## src/rtl/hs_arith_umin_slot_scheduler.sv

```systemverilog
// -----------------------------------------------------------------------------
// hs_arith_umin_slot_scheduler
//
// Small slot-based scheduler that always offers the entry holding the
// smallest unsigned key. Each slot keeps an occupied flag, a key and a
// user payload. A push lands in the lowest free slot. A combinational
// minimum selector scans the registered slots and drives the output side.
// The selection therefore reflects only state that is already registered.
//
// Ports
//   clk        : clock, all state updates on the rising edge
//   rst_n      : asynchronous active-low reset
//   flush      : synchronous clear of all occupied flags (keys/payloads kept)
//   in_valid   : push request
//   in_ready   : push accept (not full and no flush)
//   in_data    : key to store
//   in_aux     : payload stored with the key
//   out_valid  : at least one slot is occupied
//   out_ready  : pop accept
//   out_data   : minimum occupied key ('0 when empty)
//   out_aux    : payload of the minimum entry ('0 when empty)
//   out_slot   : slot index of the minimum entry ('0 when empty)
//   occupancy  : number of occupied slots
// -----------------------------------------------------------------------------
module hs_arith_umin_slot_scheduler #(
    parameter int  DATA_WIDTH    = 32,
    parameter int  SLOT_NUM      = 4,
    parameter type AUX_DATA_TYPE = logic,
    localparam int INDEX_WIDTH   = $clog2(SLOT_NUM),
    localparam int OCC_WIDTH     = $clog2(SLOT_NUM + 1)
) (
    input  logic                   clk,
    input  logic                   rst_n,
    input  logic                   flush,
    input  logic                   in_valid,
    output logic                   in_ready,
    input  logic [DATA_WIDTH-1:0]  in_data,
    input  AUX_DATA_TYPE           in_aux,
    output logic                   out_valid,
    input  logic                   out_ready,
    output logic [DATA_WIDTH-1:0]  out_data,
    output AUX_DATA_TYPE           out_aux,
    output logic [INDEX_WIDTH-1:0] out_slot,
    output logic [OCC_WIDTH-1:0]   occupancy
);

    // Registered slot storage.
    logic [SLOT_NUM-1:0]    occ_r;
    logic [DATA_WIDTH-1:0]  key_r [SLOT_NUM];
    AUX_DATA_TYPE           aux_r [SLOT_NUM];
    logic [OCC_WIDTH-1:0]   cnt_r;

    // Selector and allocator results.
    logic                   sel_found_s;
    logic [DATA_WIDTH-1:0]  sel_key_s;
    AUX_DATA_TYPE           sel_aux_s;
    logic [INDEX_WIDTH-1:0] sel_idx_s;
    logic                   free_found_s;
    logic [INDEX_WIDTH-1:0] free_idx_s;
    logic                   full_s;
    logic                   push_s;
    logic                   pop_s;

    // Unsigned minimum selector.
    // A strict less-than keeps the earlier (lower-index) slot on equal keys.
    always_comb begin
        sel_found_s = 1'b0;
        sel_key_s   = '0;
        sel_aux_s   = '0;
        sel_idx_s   = '0;
        for (int i = 0; i < SLOT_NUM; i++) begin
            if (occ_r[i] && (!sel_found_s || (key_r[i] < sel_key_s))) begin
                sel_found_s = 1'b1;
                sel_key_s   = key_r[i];
                sel_aux_s   = aux_r[i];
                sel_idx_s   = INDEX_WIDTH'(i);
            end else begin
                sel_found_s = sel_found_s;
            end
        end
    end

    // Lowest-index free slot allocator, based on start-of-cycle flags.
    always_comb begin
        free_found_s = 1'b0;
        free_idx_s   = '0;
        for (int i = 0; i < SLOT_NUM; i++) begin
            if (!occ_r[i] && !free_found_s) begin
                free_found_s = 1'b1;
                free_idx_s   = INDEX_WIDTH'(i);
            end else begin
                free_found_s = free_found_s;
            end
        end
    end

    // Handshake qualification.
    // Flush overrides both push and pop in the same cycle.
    always_comb begin
        full_s    = &occ_r;
        in_ready  = !full_s && !flush;
        out_valid = (cnt_r != {OCC_WIDTH{1'b0}});
        push_s    = in_valid && in_ready;
        pop_s     = out_valid && out_ready && !flush;
        out_data  = sel_key_s;
        out_aux   = sel_aux_s;
        out_slot  = sel_idx_s;
        occupancy = cnt_r;
    end

    // Slot flag and occupancy update.
    // A pop frees the selected slot and a push fills a slot that was free
    // at the start of the cycle, so the two never collide.
    always_ff @(posedge clk or negedge rst_n) begin
        if (!rst_n) begin
            occ_r <= '0;
            cnt_r <= '0;
        end else if (flush) begin
            occ_r <= '0;
            cnt_r <= '0;
        end else begin
            if (push_s) begin
                occ_r[free_idx_s] <= 1'b1;
            end
            if (pop_s) begin
                occ_r[sel_idx_s] <= 1'b0;
            end
            case ({push_s, pop_s})
                2'b10:   cnt_r <= cnt_r + OCC_WIDTH'(1);
                2'b01:   cnt_r <= cnt_r - OCC_WIDTH'(1);
                default: cnt_r <= cnt_r;
            endcase
        end
    end

    // Key and payload storage.
    // Flush leaves key and payload contents untouched.
    always_ff @(posedge clk or negedge rst_n) begin
        if (!rst_n) begin
            for (int i = 0; i < SLOT_NUM; i++) begin
                key_r[i] <= '0;
                aux_r[i] <= '0;
            end
        end else if (push_s && !flush) begin
            key_r[free_idx_s] <= in_data;
            aux_r[free_idx_s] <= in_aux;
        end
    end

endmodule

```

## config.mk

```make
export PLATFORM = sky130hd
export DESIGN_NAME = hs_arith_umin_slot_scheduler
export DESIGN_NICKNAME = d
export VERILOG_FILES = /design/src/rtl/hs_arith_umin_slot_scheduler.sv
export SDC_FILE = /design/constraint.sdc
export NUM_CORES = 1
export LEC_CHECK = 0
export ABC_AREA = 0
export CAP_MARGIN = 20
export CORE_MARGIN = 1.5
export CORE_UTILIZATION = 30
export DETAILED_ROUTE_END_ITERATION = 8
export REMOVE_ABC_BUFFERS = 1
export SYNTH_ARGS = -nofsm -noshare
export SYNTH_HDL_FRONTEND = slang
export SYNTH_SLANG_ARGS = --single-unit
```

## constraint.sdc

```tcl
create_clock -name clk -period 9.2 [get_ports clk]
set_clock_uncertainty 0.2 [all_clocks]
set_input_delay 0.92 -clock clk [delete_from_list [all_inputs] [get_ports clk]]
set_output_delay 0.92 -clock clk [all_outputs]
set_load 0.02 [all_outputs]
```

==> qor.txt <==
Setup WS post-layout: 0.261 ns
Final setup TNS: 0 ns
H-tree depth: 4
CP Capture Type: primary output
Via density: 5.08
Sw Share: 38.4%
DRT antenna net count: 0
Clock power share: 24.2%
DP Wirelength: 17300 um
Filler cell count: 2805
P_sw: 0.00115 W
Drt drc: 0
Total track usage: 16.2%
Critical path type: reg -> out
CP top delay family: compound AO/OA/AOI/OAI gates
Period utilization: 97.2%
Final Cell Area: 11000 um2
I/O Buffers: 77
Initial antenna violation count: 0
Total Wirelength: 24100 um
Seq cells post-synth: 139
GR Overflow Total: 0
Unrepaired setup endpoints after global routing: true
Most common cell after layout, fill and taps aside: dfrtp_1
Die area: 30700 um2
Avg Inst Size Synth: 10.5 um2
Placed cell area: 10200 um2
First-pass GRT wire length: 38300 um
Total of max-cap violations: 0
Hold Violations, Final: 0
CP max stage cell: o311ai_4
Pre-Repair DR Iteration Count: 5
Internal power: 0.00184 W
Min-delay worst type: reg -> reg
Mapped Area: 8880 um2
Pre-CTS WS: 0.0415 ns
Fmax: 112 MHz
Pwr Total: 0.00299 W
Starting Density: 30.7%
Layout cells sized above 1: 25.3%
Mapped Cells: 845
VDD IR max: 137 uV
Die extent in y: 175 um
Slew Viols, Final: 0
Endpoints failing setup: 0
Initial DRC count: 454
Yosys Warn Count: 0
CP startpoint kind: register
WL/cell: 18.1 um
Slew HR: 31.9%
Area growth from synthesis to layout: 23.9%
Root Driver: clkbuf_16
Comb pwr share: 44.5%
Vias in the first global route: 6807
Max stage delay on crit path: 0.46 ns
CTS Buf Count: 17
Clock Pin Slew Worst Setup and Hold Paths: 0.06 ns
Clk_lat worst skew: 0.42 ns
Worst path required time: 8.08 ns
Via count: 6764
Synth async-reset ratio: 100%
Chip Width: 175 um
CTS tree: built
Commonest non-fill, non-tap cells in the layout: dfrtp_1, mux2_2, ha_1
Cell area power density: 272 nW/um2
WP buf/inv: 6
GPL Wtd Cong: 0.875
I/O Pins: 78
Maximum root-to-sink buffer count: 2
Nets: 1067
CP Max Fanout: 25
Status: complete, no violations
Measured slew at the worst slew-check pin: 1.02 ns
Arrival @ worst endpoint: 7.82 ns
Seq/Total Area, Yosys: 39.2%
Leak: 5.30 nW
Post-layout util: 38.1%
Largest net degree at the start of global routing: 94
Ys flop type: dfrtp_1
Number of diodes: 0
Flop-to-flop setup slack: 1.91 ns
Num rows: 62
Post-synth EDFFs: 0
Netlist cell types: 54
CTS Hold Bufs: 0
Clock Sinks: 139
Period minus WS final: 8.94 ns
Sequential power share: 31.3%
Core area: 28900 um2
layer usage:
layer | routed length, um | track usage [%]
met2 | 11000 | 26.1
met3 | 1090 | 2.35
met4 | 618 | 6.02
met1 | 11400 | 22.0
met5 | 0 | 0
worst paths after layout:
path,startpoint,to,cells after the start
setup / recovery,occ_r[0],out_aux,30
hold reg to reg,aux_r[0],aux_r[0],1
hold / removal,aux_r[0],aux_r[0],1
min in group asynchronous,rst_n,key_r[5],1
setup reg to reg,occ_r[0],occ_r[0],32
max in group asynchronous,rst_n,occ_r[0],2
sequential cells by signal (all words and copies together) (netlist names):
name,cells
aux_r,4
key_r,128
occupancy,3
occ_r,4
cell type report:
class                           count  area, um2  area share (%)
Sequential cell                   139       3480            31.6
Multi-Input combinational cell    615       5160            46.9
Tap cell                          384        480            4.36
Clock buffer                       19        443            4.02
Clock inverter                     12        173            1.57
Timing Repair Buffer              109       1070            9.73
Inverter                           53        199            1.81
repair_timing:
item                       CTS  global route
setup endpoints to repair   35            35
resized for setup           37            60
pin swaps                    3            15
buffers inserted             0            10
gates cloned                 1             3
power groups by stage:
| stage | clock network [W] | logic (W) | registers, W |
|---|---|---|---|
| global placement | 0 | 0.00129 | 0.000937 |
| CTS | 0.000742 | 0.00130 | 0.000931 |
| floorplan | 0 | 0.000857 | 0.000905 |
| global route | 0.000765 | 0.00149 | 0.000962 |
| detailed placement | 0 | 0.00130 | 0.000936 |
| finish | 0.000725 | 0.00133 | 0.000936 |
cell families after synthesis:
group                    synth area share (%)
AND/OR/NAND/NOR                          9.11
flip-flops                               39.2
XOR/XNOR                                0.197
AO/OA/AOI/OAI                            13.3
multiplexers                             20.7
buffers and inverters                    4.20
adder cells (fa/ha/maj)                  13.3
synth_stat cells (3+ instances only):
master,number,area share (%)
a211oi_1,5,0.42
a21o_1,48,4.1
a21oi_1,35,2.0
a22oi_1,16,1.4
a31oi_1,3,0.21
and2_1,3,0.21
and4_1,4,0.39
buf_1,5,0.21
buf_2,4,0.23
buf_6,3,0.38
clkbuf_1,25,1.1
dfrtp_1,139,39
ha_1,93,13
inv_1,53,2.2
mux2_2,134,17
mux2i_1,33,3.7
nand2_1,69,2.9
nand3_1,4,0.23
nand4_1,20,1.4
nor2_1,58,2.5
nor2b_1,5,0.35
nor4_1,4,0.28
o21ai_0,37,2.1
o31ai_1,3,0.25
or3_1,3,0.21
metrics by stage:
step / std cells / hold slack, ns
floorplan: 807 / 0.275
global placement: 1286 / 0.289
detailed placement: 1286 / 0.294
CTS: 1318 / 0.308
global route: 1331 / 0.327
finish: 1331 / 0.302
Note: power is estimated with default switching activity, not from simulation.
==> RTL change 1: new RTL, same settings <==
Set the parameter `DATA_WIDTH` to 48 (it was 32).
--- a/src/rtl/hs_arith_umin_slot_scheduler.sv
+++ b/src/rtl/hs_arith_umin_slot_scheduler.sv
@@ -25,3 +25,3 @@
 module hs_arith_umin_slot_scheduler #(
-    parameter int  DATA_WIDTH    = 32,
+    parameter int  DATA_WIDTH    = 48,
     parameter int  SLOT_NUM      = 4,
Ports: changed (resized in_data and out_data); port bits go from 78 to 110. The function was not compared with the original's and may differ.
==> RTL change 1 against the unedited design <==
  * The run now ends with setup timing left
  * Cell area is 58% higher
  * Routed wire length is 58% higher
  * Final cell count is 52% higher
  * Largest power group unchanged
  * Total power is 70% higher
  * Critical path depth is 10 higher
  * Maximum frequency is 7.3% lower
  * Via count is 51% higher
  * Synthesized cell count is 39% higher
  * Sequential cell count is 64 higher
  * Synthesized area is 45% higher
  * Largest cell class unchanged
  * Register-to-register slack worse by 0.94 ns
  * Utilization is 3.2 points higher
  * Worst setup slack worse by 0.70 ns
==> RTL change 1: results (changes against the unedited design) <==
run status finished, violations left (was complete, no violations); violations in the final reports setup timing; top cells by count, synth dfrtp_1 (203), mux2_2 (200), ha_1 (141), inv_1 (103), nand2_1 (84) (was dfrtp_1 (139), mux2_2 (134), ha_1 (93), nand2_1 (69), nor2_1 (58)); global-route wire length before repair 60300 um (was 38300 um); sequential element share of the synthesized area 0.393 (was 0.392); first-iteration detailed-routing DRC count 361 (was 454); share of final-layout standard cells stronger than drive strength 1 0.389 (was 0.253); IR Drop Worst-Case VDD 0.000135 V (was 0.000137 V); post-layout worst setup margin -0.439 ns (was 0.261 ns); final-stage net count 1661 (was 1067); final setup vio count 51 (was 0); cell internal power dissipation 3.16 mW (was 1.84 mW); placed standard-cell area 0.0159 mm2 (was 0.0102 mm2); quantity of I/O buffers inserted on ports 109 (was 77); worst-margin pin slew 1.13 ns (was 1.02 ns); registers with the most flip-flops key_r: 192 flops, aux_r: 4 flops, occ_r: 4 flops (was key_r: 128 flops, aux_r: 4 flops, occ_r: 4 flops); via count normalized by instance count 5.04 (was 5.08); via count of the first global-routing pass 10800 (was 6807); maximum count of clock buffers along a single path 3 (was 2); Area contributors post-synth dfrtp_1 (39%), mux2_2 (17%), ha_1 (14%), mux2_1 (4.0%), mux2i_1 (3.7%) (was dfrtp_1 (39%), mux2_2 (17%), ha_1 (13%), a21o_1 (4.1%), mux2i_1 (3.7%)); cts bufs inserted 26 (was 17); post-placement setup slack -1.39 ns (was 0.0415 ns); CP max stage delay 0.40 ns (was 0.46 ns); distinct cell type count of the synthesized netlist 58 (was 54); total global-route track usage 0.173 (was 0.162); total routed wirelength 38100 um (was 24100 um); leak pwr 7.97 nW (was 5.30 nW); number of fill cells in the layout 4038 (was 2805); number of H-tree levels 1 (was 4); yosys warns 0 (unchanged); Clk Latency, worst-skew pair 0.54 ns (was 0.42 ns); maximum number of pins on one net before global-route repair 75 (was 94); final weighted congestion of routability-driven global placement 0.844 (was 0.875); Placed Cells incl. Taps 1948 (was 1286); data arrival time of the critical path 8.52 ns (was 7.82 ns); per-cell routed wire length 18.8 um (was 18.1 um); crit-path max FO 12 (was 25); min-delay worst type input port to async pin (was register to register); Critical Path Slowest Stage Cell dfrtp_2 (was o311ai_4)
RTL change 1: cells by family after synthesis:
family / share of synthesized area
buffers and inverters: 0.0469
flip-flops: 0.393
XOR/XNOR: 0.00136
AND/OR/NAND/NOR: 0.0692
AO/OA/AOI/OAI: 0.0999
adder cells (fa/ha/maj): 0.138
multiplexers: 0.252
RTL change 1: layout make-up:
type	instances	share of cell area
Clock buffer	32	0.0421
Inverter	103	0.0222
Tap cell	539	0.0387
Multi-Input combinational cell	815	0.441
Timing Repair Buffer	316	0.152
Clock inverter	16	0.0126
Sequential cell	203	0.291
RTL change 1: critical path, delay by kind of cell, from the launching register on:
kind | cells | cell delay, ns
compound gates | 16 | 3.16
buf+inv | 14 | 2.22
fa+ha+maj | 3 | 0.86
simple gates | 5 | 0.73
mux | 2 | 0.60
flops | 1 | 0.40
RTL change 1: timing repair:
| action | 4_1_cts | 5_1_grt |
|---|---|---|
| setup endpoints to repair | 53 | 51 |
| resized for setup | 263 | 38 |
| gates cloned | 2 | 1 |
| setup buffers | 22 | 3 |
| pin swaps | 22 | 21 |
RTL change 1: routing by layer:
layer  part of all wire  GRT usage  vias to the layer above
met2               0.49      0.300                      189
li1                   -          -                     4873
met4              0.029     0.0502                        0
met1               0.45      0.224                     5074
met5                  0          0                        -
met3              0.035     0.0206                       68
RTL change 1: power by group through the flow:
stage	Clock [mW]	Sequential, mW	Combinational [mW]
after floorplan	0	1.34	1.36
after global placement	0	1.39	2.38
after detailed placement	0	1.39	2.43
after CTS	1.16	1.38	2.54
after global routing	1.20	1.43	2.86
final	1.13	1.39	2.58
RTL change 1: final timing paths:
kind,from,endpoint,depth (start not counted),slack [ns]
max,occ_r[0]$_DFF_PN0_,out_data[0],40,-0.44
min,rst_n,aux_r[0]$_DFFE_PN0P_,1,0.19
min reg2reg,aux_r[1]$_DFFE_PN0P_,aux_r[1]$_DFFE_PN0P_,1,0.30
min in group clk,aux_r[1]$_DFFE_PN0P_,aux_r[1]$_DFFE_PN0P_,1,0.30
max reg2reg,occ_r[0]$_DFF_PN0_,occ_r[0]$_DFF_PN0_,41,0.97
max in group asynchronous,rst_n,occ_r[0]$_DFF_PN0_,2,7.12
RTL change 1: metrics by stage:
stage / setup TNS, ns / utilization
after CTS: -16.77 / 0.411
final: -18.92 / 0.413
after floorplan: -358.36 / -
after detailed placement: -67.85 / 0.377
after global placement: -58.80 / 0.377
after global routing: -36.10 / 0.413
==> RTL change 2: new RTL, same settings <==
Without the edit above. Reset style: synchronous (`rst_n`), changed in 2 clocked blocks. Comments in the files are not updated.
--- a/src/rtl/hs_arith_umin_slot_scheduler.sv
+++ b/src/rtl/hs_arith_umin_slot_scheduler.sv
@@ -113,3 +113,3 @@
     // at the start of the cycle, so the two never collide.
-    always_ff @(posedge clk or negedge rst_n) begin
+    always_ff @(posedge clk) begin
         if (!rst_n) begin
@@ -137,3 +137,3 @@
     // Flush leaves key and payload contents untouched.
-    always_ff @(posedge clk or negedge rst_n) begin
+    always_ff @(posedge clk) begin
         if (!rst_n) begin
Check against the original RTL: differs if rst_n is asserted again (counterexample within 4 cycles, from zero or initial values and one cycle with rst_n low); with rst_n held inactive, the same outputs for 4 cycles.
==> RTL change 2 against the unedited design <==
  * The run now ends with setup timing left
  * Cell area is 17% higher
  * Synthesized area increased by 0.18%
  * Sequential cell count did not move
  * Worst hold slack got worse by 0.044 ns
  * Register-to-register slack lost 0.71 ns
  * Via count is 11% higher
  * Routed wire length increased by 21%
  * Worst setup slack worse by 0.34 ns
  * Critical path depth rose by 5
  * Utilization increased by 6.5 points
Power is not compared: it rests on default switching activity, and its combinational part moved more than twofold at a synthesized area within 25%.
==> RTL change 2: results (changes against the unedited design) <==
Final min period 9.28 ns (was 8.94 ns); post-layout worst setup margin -0.0757 ns (was 0.261 ns); end point of the critical path out_data[1] (was out_aux); Area contributors post-synth edfxtp_1 (44%), ha_1 (13%), mux2i_1 (5.2%), inv_1 (4.5%), nand2_1 (3.9%) (was dfrtp_1 (39%), mux2_2 (17%), ha_1 (13%), a21o_1 (4.1%), mux2i_1 (3.7%)); final setup vio count 19 (was 0); top cells by count, synth edfxtp_1 (129), inv_1 (107), ha_1 (94), nand2_1 (93), nor2_1 (83) (was dfrtp_1 (139), mux2_2 (134), ha_1 (93), nand2_1 (69), nor2_1 (58)); adder and majority gate portion of the synthesized area 0.134 (was 0.133); final-stage net count 1232 (was 1067); Placed Cells incl. Taps 1431 (was 1286); final weighted congestion of routability-driven global placement 0.948 (was 0.875); distinct cell type count of the synthesized netlist 62 (was 54); end of the worst hold path aux_r[1]$_DFF_P_ (was aux_r[0]$_DFFE_PN0P_); share of final-layout standard cells stronger than drive strength 1 0.335 (was 0.253); met2 WL 14100 um (was 11000 um); share of async-settable or async-resettable flops after synthesis 0 (was 1.00); total met3 wirelength after detailed routing 1910 um (was 1090 um); placed standard-cell area 0.0111 mm2 (was 0.0102 mm2); compound-gate portion of the synthesized area 0.121 (was 0.133); sequential element share of the synthesized area 0.458 (was 0.392); R2R Path End occ_r[3]$_SDFF_PP0_ (was occ_r[0]$_DFF_PN0_); violations in the final reports setup timing; run status finished, violations left (was complete, no violations); Worst Hold Launch aux_r[1]$_DFF_P_ (was aux_r[0]$_DFFE_PN0P_); CP max stage delay 0.53 ns (was 0.46 ns); first-iteration detailed-routing DRC count 500 (was 454); worst hold-check slack 0.258 ns (was 0.302 ns)
==> RTL change 2: cell count changes in the layout (fill, tap and decap cells not counted), moves of 26 or more <==
cell	change
dfrtp_1	-138
mux2_2	-129
nor2_1	+26
buf_4	+151
edfxtp_1	+129
a21o_1	-35
inv_1	+54
and2_1	+30
==> RTL change 2: repair_timing <==
| action | in CTS | in global routing |
|---|---|---|
| gates cloned | 2 | 1 |
| setup endpoints to repair | 35 | 35 |
| pin swaps | 20 | 49 |
| resized for setup | 208 | 173 |
| setup buffers | 3 | 27 |
==> RTL change 2: layout make-up <==
class                           count  area, um2
Fill cell                        2688      16000
Multi-Input combinational cell    583       5150
Sequential cell                   139       4080
Timing Repair Buffer              250       2210
Tap cell                          384        480
Clock buffer                       17        425
Inverter                          108        405
Clock inverter                     15        154
